$ cat config.mk
export PLATFORM = sky130hd
export DESIGN_NAME = crono_ctrl
export DESIGN_NICKNAME = d
export VERILOG_FILES = /design/src/rtl/crono_pkg.sv /design/src/rtl/crono_btn_cond.sv /design/src/rtl/crono_ctrl.sv
export SDC_FILE = /design/constraint.sdc
export NUM_CORES = 1
export LEC_CHECK = 0
export ABC_CLOCK_PERIOD_IN_PS = 8610
export CORE_MARGIN = 4
export CORE_UTILIZATION = 60
export DETAILED_ROUTE_END_ITERATION = 10
export DONT_BUFFER_PORTS = 1
export PLACE_DENSITY_LB_ADDON = 0.05
export REMOVE_ABC_BUFFERS = 1
export SETUP_SLACK_MARGIN = 0.1
export SLEW_MARGIN = 20
export SYNTH_ARGS = -nofsm -noshare
export SYNTH_HDL_FRONTEND = slang
export SYNTH_SLANG_ARGS = --single-unit
$ cat constraint.sdc
create_clock -name clk -period 8.61 [get_ports clk]
set_input_delay 1.722 -clock clk [delete_from_list [all_inputs] [get_ports clk]]
set_output_delay 1.722 -clock clk [all_outputs]
set_load 0.02 [all_outputs]
$ cat src/rtl/crono_pkg.sv
// ============================================================================
// Module      : crono_pkg
// Description : Shared types and constants for the stopwatch controller.
// Revision    : 1.0 - initial release
// ============================================================================
`default_nettype none

package crono_pkg;

    localparam int DIGITS_W = 24;
    localparam logic [DIGITS_W-1:0] ALL_NINES = 24'h999999;

    typedef enum logic [1:0] {
        IDLE  = 2'd0,
        RUN   = 2'd1,
        LAP   = 2'd2,
        PAUSE = 2'd3
    } crono_state_t;

    // The prescaler and tick logic are live in both RUN and LAP.
    function automatic logic is_counting(input crono_state_t s);
        return (s == RUN) || (s == LAP);
    endfunction

endpackage

`default_nettype wire

$ cat src/rtl/crono_btn_cond.sv
// ============================================================================
// Module      : crono_btn_cond
// Description : 2-flop synchronizer, stability debounce and rising-edge pulse
//               for one raw push-button (used when CRONO_DEBOUNCE_EN is set).
// Revision    : 1.0 - initial release
// ============================================================================
`default_nettype none

module crono_btn_cond #(
    parameter int DEB_CYCLES = 1000
) (
    input  logic clk,
    input  logic rst,
    input  logic btn_raw,
    output logic req
);

    localparam int c_cnt_w = $clog2(DEB_CYCLES + 1);
    localparam logic [c_cnt_w-1:0] c_cnt_max = c_cnt_w'(DEB_CYCLES - 1);
    localparam logic [c_cnt_w-1:0] c_cnt_one = c_cnt_w'(1);

    logic [1:0]         r_sync;
    logic               r_level;
    logic [c_cnt_w-1:0] r_cnt;
    logic               r_req;

    // r_cnt counts consecutive cycles the synchronized input differs from the
    // accepted level; only a full run of DEB_CYCLES flips the level.
    always_ff @(posedge clk) begin
        if (rst) begin
            r_sync  <= 2'b00;
            r_level <= 1'b0;
            r_cnt   <= '0;
            r_req   <= 1'b0;
        end else begin
            r_sync <= {r_sync[0], btn_raw};
            r_req  <= 1'b0;
            if (r_sync[1] == r_level) begin
                r_cnt <= '0;
            end else if (r_cnt == c_cnt_max) begin
                r_level <= r_sync[1];
                r_cnt   <= '0;
                r_req   <= r_sync[1];
            end else begin
                r_cnt <= r_cnt + c_cnt_one;
            end
        end
    end

    assign req = r_req;

endmodule

`default_nettype wire

$ cat src/rtl/crono_ctrl.sv
// ============================================================================
// Module      : crono_ctrl
// Description : Stopwatch run/stop/lap/clear sequencer with tick prescaler,
//               lap display freeze and all-nines overflow stop.
//               Optional macro CRONO_DEBOUNCE_EN adds button conditioning.
// Revision    : 1.0 - initial release
// ============================================================================
`default_nettype none

module crono_ctrl
    import crono_pkg::*;
#(
    parameter int TICK_DIV   = 500000,
    parameter int DEB_CYCLES = 1000
) (
    input  logic                clk,
    input  logic                rst,
    input  logic                btn_ss,
    input  logic                btn_lap,
    input  logic                btn_clr,
    input  logic [DIGITS_W-1:0] digits_in,
    output logic                cnt_enable,
    output logic                cnt_clear,
    output logic [DIGITS_W-1:0] disp,
    output logic                running,
    output logic                lap_active,
    output logic                ovf
);

    localparam int c_pre_w = $clog2(TICK_DIV);
    localparam logic [c_pre_w-1:0] c_pre_max = c_pre_w'(TICK_DIV - 1);
    localparam logic [c_pre_w-1:0] c_pre_one = c_pre_w'(1);

    // Request bit order: [2]=clr, [1]=ss, [0]=lap.
    logic [2:0] w_btn_raw;
    logic [2:0] w_req;

    assign w_btn_raw = {btn_clr, btn_ss, btn_lap};

`ifdef CRONO_DEBOUNCE_EN
    for (genvar i = 0; i < 3; i++) begin : g_btn
        crono_btn_cond #(
            .DEB_CYCLES (DEB_CYCLES)
        ) u_cond (
            .clk     (clk),
            .rst     (rst),
            .btn_raw (w_btn_raw[i]),
            .req     (w_req[i])
        );
    end
`else
    // An illegal DEB_CYCLES leaves the requests undriven so lint catches it.
    if (DEB_CYCLES >= 1) begin : g_btn_direct
        assign w_req = w_btn_raw;
    end
`endif

    crono_state_t        r_state;
    crono_state_t        w_next;
    logic [c_pre_w-1:0]  r_pre;
    logic [c_pre_w-1:0]  w_pre_next;
    logic                r_cnt_enable;
    logic                r_cnt_clear;
    logic [DIGITS_W-1:0] r_disp;
    logic                r_ovf;

    logic w_counting;
    logic w_tick_pt;
    logic w_ovf_hit;
    logic w_tick;
    logic w_clear;
    logic w_set_ovf;
    logic w_clr_ovf;
    logic w_pre_rst;
    logic w_hold_disp;

    always_comb begin
        w_next      = r_state;
        w_clear     = 1'b0;
        w_set_ovf   = 1'b0;
        w_clr_ovf   = 1'b0;
        w_pre_rst   = 1'b0;
        w_counting  = is_counting(r_state);
        w_tick_pt   = w_counting && (r_pre == c_pre_max);
        w_ovf_hit   = w_tick_pt && (digits_in == ALL_NINES);
        w_tick      = w_tick_pt && !w_ovf_hit;

        case (r_state)
            IDLE: begin
                if (w_req[2]) begin
                    w_clear = 1'b1;
                end else if (w_req[1]) begin
                    w_next    = RUN;
                    w_pre_rst = 1'b1;
                end
            end
            RUN: begin
                if (w_ovf_hit) begin
                    w_next    = PAUSE;
                    w_set_ovf = 1'b1;
                end else if (w_req[1]) begin
                    w_next = PAUSE;
                end else if (w_req[0]) begin
                    w_next = LAP;
                end
            end
            LAP: begin
                if (w_ovf_hit) begin
                    w_next    = PAUSE;
                    w_set_ovf = 1'b1;
                end else if (w_req[1]) begin
                    w_next = PAUSE;
                end else if (w_req[0]) begin
                    w_next = RUN;
                end
            end
            PAUSE: begin
                if (w_req[2]) begin
                    w_next    = IDLE;
                    w_clear   = 1'b1;
                    w_clr_ovf = 1'b1;
                    w_pre_rst = 1'b1;
                end else if (w_req[1] && !r_ovf) begin
                    w_next = RUN;
                end
            end
            default: w_next = IDLE;
        endcase

        // A consumed tick always wraps; otherwise the count only advances while
        // staying in a counting state, so a pause keeps the partial period.
        w_pre_next = r_pre;
        if (w_pre_rst) begin
            w_pre_next = '0;
        end else if (w_tick_pt) begin
            w_pre_next = '0;
        end else if (w_counting && is_counting(w_next)) begin
            w_pre_next = r_pre + c_pre_one;
        end

        w_hold_disp = (r_state == LAP) && (w_next == LAP);
    end

    always_ff @(posedge clk) begin
        if (rst) begin
            r_state      <= IDLE;
            r_pre        <= '0;
            r_cnt_enable <= 1'b0;
            r_cnt_clear  <= 1'b0;
            r_disp       <= '0;
            r_ovf        <= 1'b0;
        end else begin
            r_state      <= w_next;
            r_pre        <= w_pre_next;
            r_cnt_enable <= w_tick;
            r_cnt_clear  <= w_clear;
            if (!w_hold_disp) begin
                r_disp <= digits_in;
            end
            if (w_set_ovf) begin
                r_ovf <= 1'b1;
            end else if (w_clr_ovf) begin
                r_ovf <= 1'b0;
            end
        end
    end

    assign cnt_enable = r_cnt_enable;
    assign cnt_clear  = r_cnt_clear;
    assign disp       = r_disp;
    assign running    = is_counting(r_state);
    assign lap_active = (r_state == LAP);
    assign ovf        = r_ovf;

endmodule

`default_nettype wire

==> summary.txt, run 1 <==
Outcome
  – Status: finished, final reports clean

Synthesis
  – Async set-reset flop share out of synthesis: 0%
  – EDFF count, synth: 0
  – Post-Syn Instances: between 200 and 300
  – Synthesized area per cell: between 8 and 9 sq um
  – Sequential fraction of the synthesis area: around 44%
  – Synthesized cell area: ~0.0022 sq mm
  – Synth top cells by count: nand2_1 (56), dfxtp_1 (48), nor2_1 (29)
  – Ys flop type: dfxtp_1
  – #FFs+latches synth: 48
  – Count leader, synth: nand2_1
  – Largest cells by area after synthesis: dfxtp_1 (44%), nand2_1 (9.6%), a21oi_1 (6.2%)
  – Yosys warnings: 0
  – Area leader, netlist: dfxtp_1
  – Number of distinct library cells after synthesis: 35
  – Area share of the largest cell type after synthesis: between 40% and 50%

Pwr
  – Seq pwr share: a little under half
  – Power share of the clock group: roughly 27%
  – Int Pwr: ~390 uW
  – Pwr/cell area: about 250 mW/mm^2
  – Worst vdd ir: ~170 uV
  – P_sw: slightly below 200 uW
  – Switching Fraction: between 30% and 40%
  – Design Power: ~580 uW
  – Comb power frac: 26.2%
  – Pleak: about 0.86 nW

Cells and area
  – Layout cells sized above 1: 5.000%
  – N_diodes: 0
  – Nets: about 300
  – Syn-to-layout area delta: 5.537%
  – Multi-input logic area: approximately 0.0012 sq mm
  – Sequential cell area: 960.9 sq um
  – Fill cell count: a little under 300
  – Non-filler cells, final: around 310

Detailed routing
  – Antenna-violating nets left: 0
  – DRT iter0 DRCs: 73
  – Vias: roughly 1.7k
  – Post-DR vias/cell: 5.572
  – DRC viols: 0
  – Drt total wl: 4.398 mm
  – Router iterations before antenna repair: 4
  – DR WL/cell: between 10 and 15 um

Global routing
  – First-pass GRT wire length: 6.913 mm
  – GR Util All Layers: 19.47%
  – Total grt overflow: 0
  – Met3 Usage GRT: under 10%
  – Met2 usage: roughly a third
  – Largest net degree at the start of global routing: 32
  – Antenna violations before repair: 0
  – Met1 Usage GRT: between 20 and 25%
  – Most Crowded Layer GR: met2
  – Number of global-route vias before repair: between 1.5k and 2k

STA
  – Setup tns final: 0 ps
  – Max Fclk: 224.3 MHz
  – Tmin final: roughly 4500 ps
  – Relative slew margins: between 40% and 50%
  – Hold Violations, Final: 0
  – Actual slew at the worst max-slew pin: roughly 800 ps
  – Layout Skew: around 11 ps
  – Setup violators final: 0
  – RSZ-0062 raised after global routing: no
  – Worst hold slack: approximately 550 ps
  – PnR worst setup slack: about 4200 ps
  – Fin. max-slew vios: 0
  – Final worst path period share: 51.78%

Placement
  – Post-DP HPWL: approximately 3.2 mm
  – Pre-CTS setup slack: ~3800 ps
  – RD Place Congestion: 0.8091
  – Dpl cells: roughly 300
  – Count of buffers from port buffering: 0

Floorplanning
  – Core outline area: between 0.003 and 0.004 sq mm
  – Initial Util: a little under two thirds
  – Die Ht: roughly 68 um
  – FP Rows: 21
  – Ports: 58
  – Die area: ~0.0047 sq mm
  – Die Span X: 68.45 um

CTS
  – CTS H-tree lvls: 2
  – Deepest clock path buffer count: 2
  – Setup Buffers After CTS: 0
  – Num CTS Buffers: 5
  – Clk_lat worst skew: around 300 ps
  – Post-cts resize count: 0
  – CTS Hold Buffers Added: 0
  – CTS tree: built
  – CTS root buf: clkbuf_8
  – Clock sinks: 48
  – Worst-path clk slew: roughly 90 ps

Critical path
  – CP Cell Sequence: nor4b_2 -> nand4_1 -> nor4b_4 -> nor4b_1 -> o32a_1 -> ha_1 -> and4b_1 -> nand3_1 -> nor4_1 -> xnor2_1 -> nor2_1
  – Critical path buffers and inverters: 0
  – CP max stage delay: between 400 and 500 ps
  – Critical path class: in -> reg
  – Critical path data arrival time: between 4000 and 5000 ps
  – Worst Path Max Fanout: 6
  – Critical Path Source Type: primary input
  – Worst path required time: about 8800 ps
  – Crit path max-delay family: simple AND/OR/NAND/NOR gates
  – CP max stage cell: nor4b_4
  – Worst setup EP type: flip-flop

Job
  – Max-Cap Viols: 0

Hold path
  – HP Class: reg -> reg
area by class of cell:
type,instances,area share [%]
clock buffer,6,3.137
sequential,48,41.54
multi-input combinational,197,50.19
clock inverter,2,1.514
tap,46,2.488
inverter,7,1.136
flip-flops by register name (all words and copies together) (netlist names):
| signal | flops |
|---|---|
| disp | 24 |
| r_pre | 19 |
| r_state | 2 |
| cnt_clear | 1 |
| cnt_enable | 1 |
| ovf | 1 |
layout by cell type, fill, tap and decap left out, drive strengths merged:
master  instances
xnor2          13
and2            1
inv             7
or4             1
a211oi          1
nand2b          6
bufinv          1
nor2b           3
dfxtp          48
nand3           5
ha              7
nand2          56
nor3            6
nor3b           1
nor2           29
and4bb          2
and3            2
nor4            4
nor4b           5
a21boi          1
a21oi          27
and4b           3
clkbuf          6
and4            2
a311oi          1
o32ai           3
o32a            1
xor2            5
mux2i           1
nand4           6
or3             3
nand3b          2
clkinv          1
path summary, 6_finish.rpt:
| check | startpoint | end | slack, ps | depth (start not counted) |
|---|---|---|---|---|
| worst min-delay path | disp[13]$_SDFFE_PP0N_ | disp[13]$_SDFFE_PP0N_ | 550 | 2 |
| worst min register to register | disp[13]$_SDFFE_PP0N_ | disp[13]$_SDFFE_PP0N_ | 550 | 2 |
| worst max-delay path | digits_in[5] | r_pre[18]$_SDFFE_PP0P_ | 4150 | 11 |
| worst max register to register | r_state[0]$_SDFF_PP0_ | r_pre[18]$_SDFFE_PP0P_ | 4870 | 12 |
through the flow:
step	instance area, sq um	util [%]
floorplan	2148	-
global placement	2206	64.09
detailed placement	2206	64.09
CTS	2313	67.21
global route	2313	67.21
finish	2313	67.21
tightest hold or removal path: cells and delay by family, from the launching register on:
family | cells | cell delay [ps]
flip-flops | 1 | 380
AO/OA/AOI/OAI | 1 | 50
AND/OR/NAND/NOR | 1 | 80
kinds of logic (layout without fill, tap and decap cells):
family / count (synthesis) / in the layout / synth area share, %
AND/OR/NAND/NOR: 137 / 137 / 32.42
flip-flops: 48 / 48 / 43.84
AO/OA/AOI/OAI: 34 / 34 / 8.905
XOR/XNOR: 18 / 18 / 7.192
buffers and inverters: 18 / 15 / 3.196
adder cells (fa/ha/maj): 7 / 7 / 3.995
multiplexers: 1 / 1 / 0.4566
layer usage:
metal / vias up / share of wire (%)
met1: 766 / 41
met5: - / 0
met4: 0 / 1.3
met2: 48 / 49
met3: 7 / 9.0
li1: 884 / -
power by group through the flow:
| stage | sequential [mW] | clock (mW) | combinational (mW) |
|---|---|---|---|
| 2_1_floorplan | 0.270 | 0 | 0.122 |
| 3_3_place_gp | 0.274 | 0 | 0.148 |
| 3_5_place_dp | 0.274 | 0 | 0.150 |
| 4_1_cts | 0.269 | 0.161 | 0.153 |
| 5_1_grt | 0.271 | 0.169 | 0.174 |
| 6_report | 0.269 | 0.157 | 0.151 |
Power figures use the tool's default switching activity.
==> run 2, diff against run 1 <==
ABC_CLOCK_PERIOD_IN_PS = 4100   (was 8610)
CORE_UTILIZATION = 56   (was 60)
clock period = 4.1 ns   (was 8.61 ns; I/O delays follow)
==> run 2 against run 1 <==
Net effect:
- register-to-register slack lost 4400 ps
- wire length grew 0.80%
- critical path depth is 1 higher
- largest power group unchanged
- highest routed layer unchanged
- flip-flop and latch count unchanged
- via count grew 1.2%
- sequential share of layout area decreased by 0.42 points
- sequential power grew 110%
- die area increased by 6.3%
- non-clock buffer count up 1
- total power rose by 110%
==> summary.txt, run 2 (synthesized netlist as in run 1, its figures left out) <==
Outcome
  – Status: finished, final reports clean

Critical path
  – CP Cell Sequence: inv_1 -> ha_1 -> nand3b_1 -> nor4b_4 -> nor4b_1 -> o32a_1 -> ha_1 -> and4b_1 -> nand3_1 -> nor4_1 -> xnor2_1 -> nor2_1
  – Critical path buffers and inverters: 1
  – Critical path class: reg -> reg
  – Critical Path Source Type: flip-flop
  – Critical path data arrival time: between 3000 and 4000 ps
  – CP max stage cell: ha_1
  – Most common cell on crit path: ha_1
  – Crit path max-delay family: simple AND/OR/NAND/NOR gates
  – R2r startpoint: r_state[0]$_SDFF_PP0_
  – Worst Path Max Fanout: 6
  – R2R Setup Slk: around 430 ps
  – R2R Path End: r_pre[18]$_SDFFE_PP0P_
  – Worst setup EP type: flip-flop
  – CP max stage delay: 520 ps
  – Worst reg2reg path depth: 12
  – CP startpoint: r_state[0]$_SDFF_PP0_
  – Worst path required time: 4270 ps

Floorplanning
  – Die Span X: 70.57 um
  – Core outline area: approximately 0.0037 sq mm
  – Ports: 58
  – Initial Util: ~59%
  – Die Ht: ~71 um
  – Die area: ~0.0050 sq mm
  – FP Rows: 22

Pwr
  – Worst vdd ir: approximately 340 uV
  – Power share of the clock group: between 20% and 30%
  – Switching Fraction: 32.96%
  – P_sw: slightly above 400 uW
  – Seq pwr share: a little under half
  – Design Power: about 1.2 mW
  – Pwr/cell area: approximately 530 mW/mm^2
  – Comb power frac: approximately a quarter
  – Pleak: around 0.87 nW
  – Int Pwr: 829.9 uW

Placement
  – Pre-CTS setup slack: around 310 ps
  – Dpl cells: 301
  – Count of buffers from port buffering: 0
  – Post-DP HPWL: 3.333 mm
  – DP Area: around 0.0022 sq mm
  – RD Place Congestion: approximately 0.9

STA
  – Setup violators final: 0
  – Fin. max-slew vios: 0
  – Tmin final: around 3700 ps
  – Hold Violations, Final: 0
  – Setup tns final: 0 ps
  – Layout Skew: between 10 and 15 ps
  – PnR worst setup slack: ~430 ps
  – Final worst path period share: 89.46%
  – RSZ-0062 raised after global routing: no
  – Actual slew at the worst max-slew pin: approximately 750 ps
  – Relative slew margins: between 40% and 50%
  – Max Fclk: ~270 MHz

CTS
  – Clock sinks: 48
  – Post-cts resize count: 0
  – Deepest clock path buffer count: 2
  – CTS tree: built
  – CTS Hold Buffers Added: 0
  – Clk_lat worst skew: ~300 ps
  – Worst-path clk slew: around 80 ps
  – Num CTS Buffers: 5
  – CTS H-tree lvls: 2
  – Setup Buffers After CTS: 0
  – CTS root buf: clkbuf_8

Detailed routing
  – DRT iter0 DRCs: 96
  – Antenna-violating nets left: 0
  – Drt total wl: 4.433 mm
  – DRC viols: 0
  – Vias: 1725
  – Post-DR vias/cell: 5.583
  – Router iterations before antenna repair: 4
  – DR WL/cell: between 10 and 15 um

Cells and area
  – Non-filler cells, final: a little over 300
  – Syn-to-layout area delta: 6.621%
  – Largest register FFs: 24
  – Nets: about 300
  – Design area: 0.002337 sq mm
  – Most frequent cells in the layout: nand2_1 (56), dfxtp_1 (48), nor2_1 (29), a21oi_1 (27), xnor2_1 (13)
  – N_diodes: 0
  – Most common cell after layout, fill and taps aside: nand2_1
  – Layout cells sized above 1: 5.747%

Hold path
  – Hold Path Depth: 2
  – Hold endpoint: r_pre[6]$_SDFFE_PP0P_
  – Hold path start: r_pre[6]$_SDFFE_PP0P_
  – HP Class: reg -> reg

Global routing
  – GR Util All Layers: 18.79%
  – Antenna violations before repair: 0
  – Largest net degree at the start of global routing: 32
  – Number of global-route vias before repair: between 1.5k and 2k
  – Total grt overflow: 0
  – First-pass GRT wire length: 7.631 mm

Job
  – Max-Cap Viols: 0
[run 2: changes by cell type in the layout (fill, tap and decap cells not counted)]
cell	delta
buf_4	+1
clkbuf_1	-1
clkbuf_8	+1
clkinv_2	-1
clkinv_4	+1
[run 2: area by class of cell]
cell class                 count  area (sq um)
fill                         348          1379
multi-input combinational    197          1161
sequential                    48         960.9
clock buffer                   6         82.58
tap                           48         60.06
clock inverter                 2         38.79
inverter                       7         26.28
timing repair buffer           1         7.507
[run 2: how the worst max path moves through the flow]
stage	to	slack, ps	cells past startpoint
CTS	r_pre[18]$_SDFFE_PP0P_	450	12
global placement	r_pre[18]$_SDFFE_PP0P_	360	11
floorplan	r_pre[18]$_SDFFE_PP0P_	620	11
finish	r_pre[18]$_SDFFE_PP0P_	430	12
detailed placement	r_pre[18]$_SDFFE_PP0P_	310	11
global route	r_pre[18]$_SDFFE_PP0P_	130	12
[run 2: worst reg2reg max path: stages, from the launching register on]
cell      delay, ps
dfxtp_1         410
inv_1           150
ha_1            520
nand3b_1        190
nor4b_4         360
nor4b_1         120
o32a_1          350
ha_1            310
and4b_1         310
nand3_1         220
nor4_1          380
xnor2_1         160
nor2_1           60
[run 2: through the flow]
step                      hold slack (ps)  utilization (%)
after floorplan                     484.8                -
after global routing                559.8            62.90
after global placement              508.5            59.63
final                               543.7            62.90
after CTS                           549.8            62.90
after detailed placement            522.9            59.63
[run 2: power groups by stage]
stage | sequential (mW) | clock, mW | combinational, mW
4_1_cts | 0.565 | 0.365 | 0.319
3_5_place_dp | 0.576 | 0 | 0.317
3_3_place_gp | 0.576 | 0 | 0.316
2_1_floorplan | 0.566 | 0 | 0.257
5_1_grt | 0.570 | 0.386 | 0.369
6_report | 0.565 | 0.354 | 0.319
[run 2: layer usage]
layer	routed length (um)	global-route usage, %
met5	0	0
met4	57	6.681
met3	341	6.534
met2	2148	30.77
met1	1886	23.04
==> run 3, diff against run 2 <==
SKIP_CTS_REPAIR_TIMING = 1   (was unset)
==> results of run 3 <==
Final layout, timing and power as in run 2 (identical DEF).
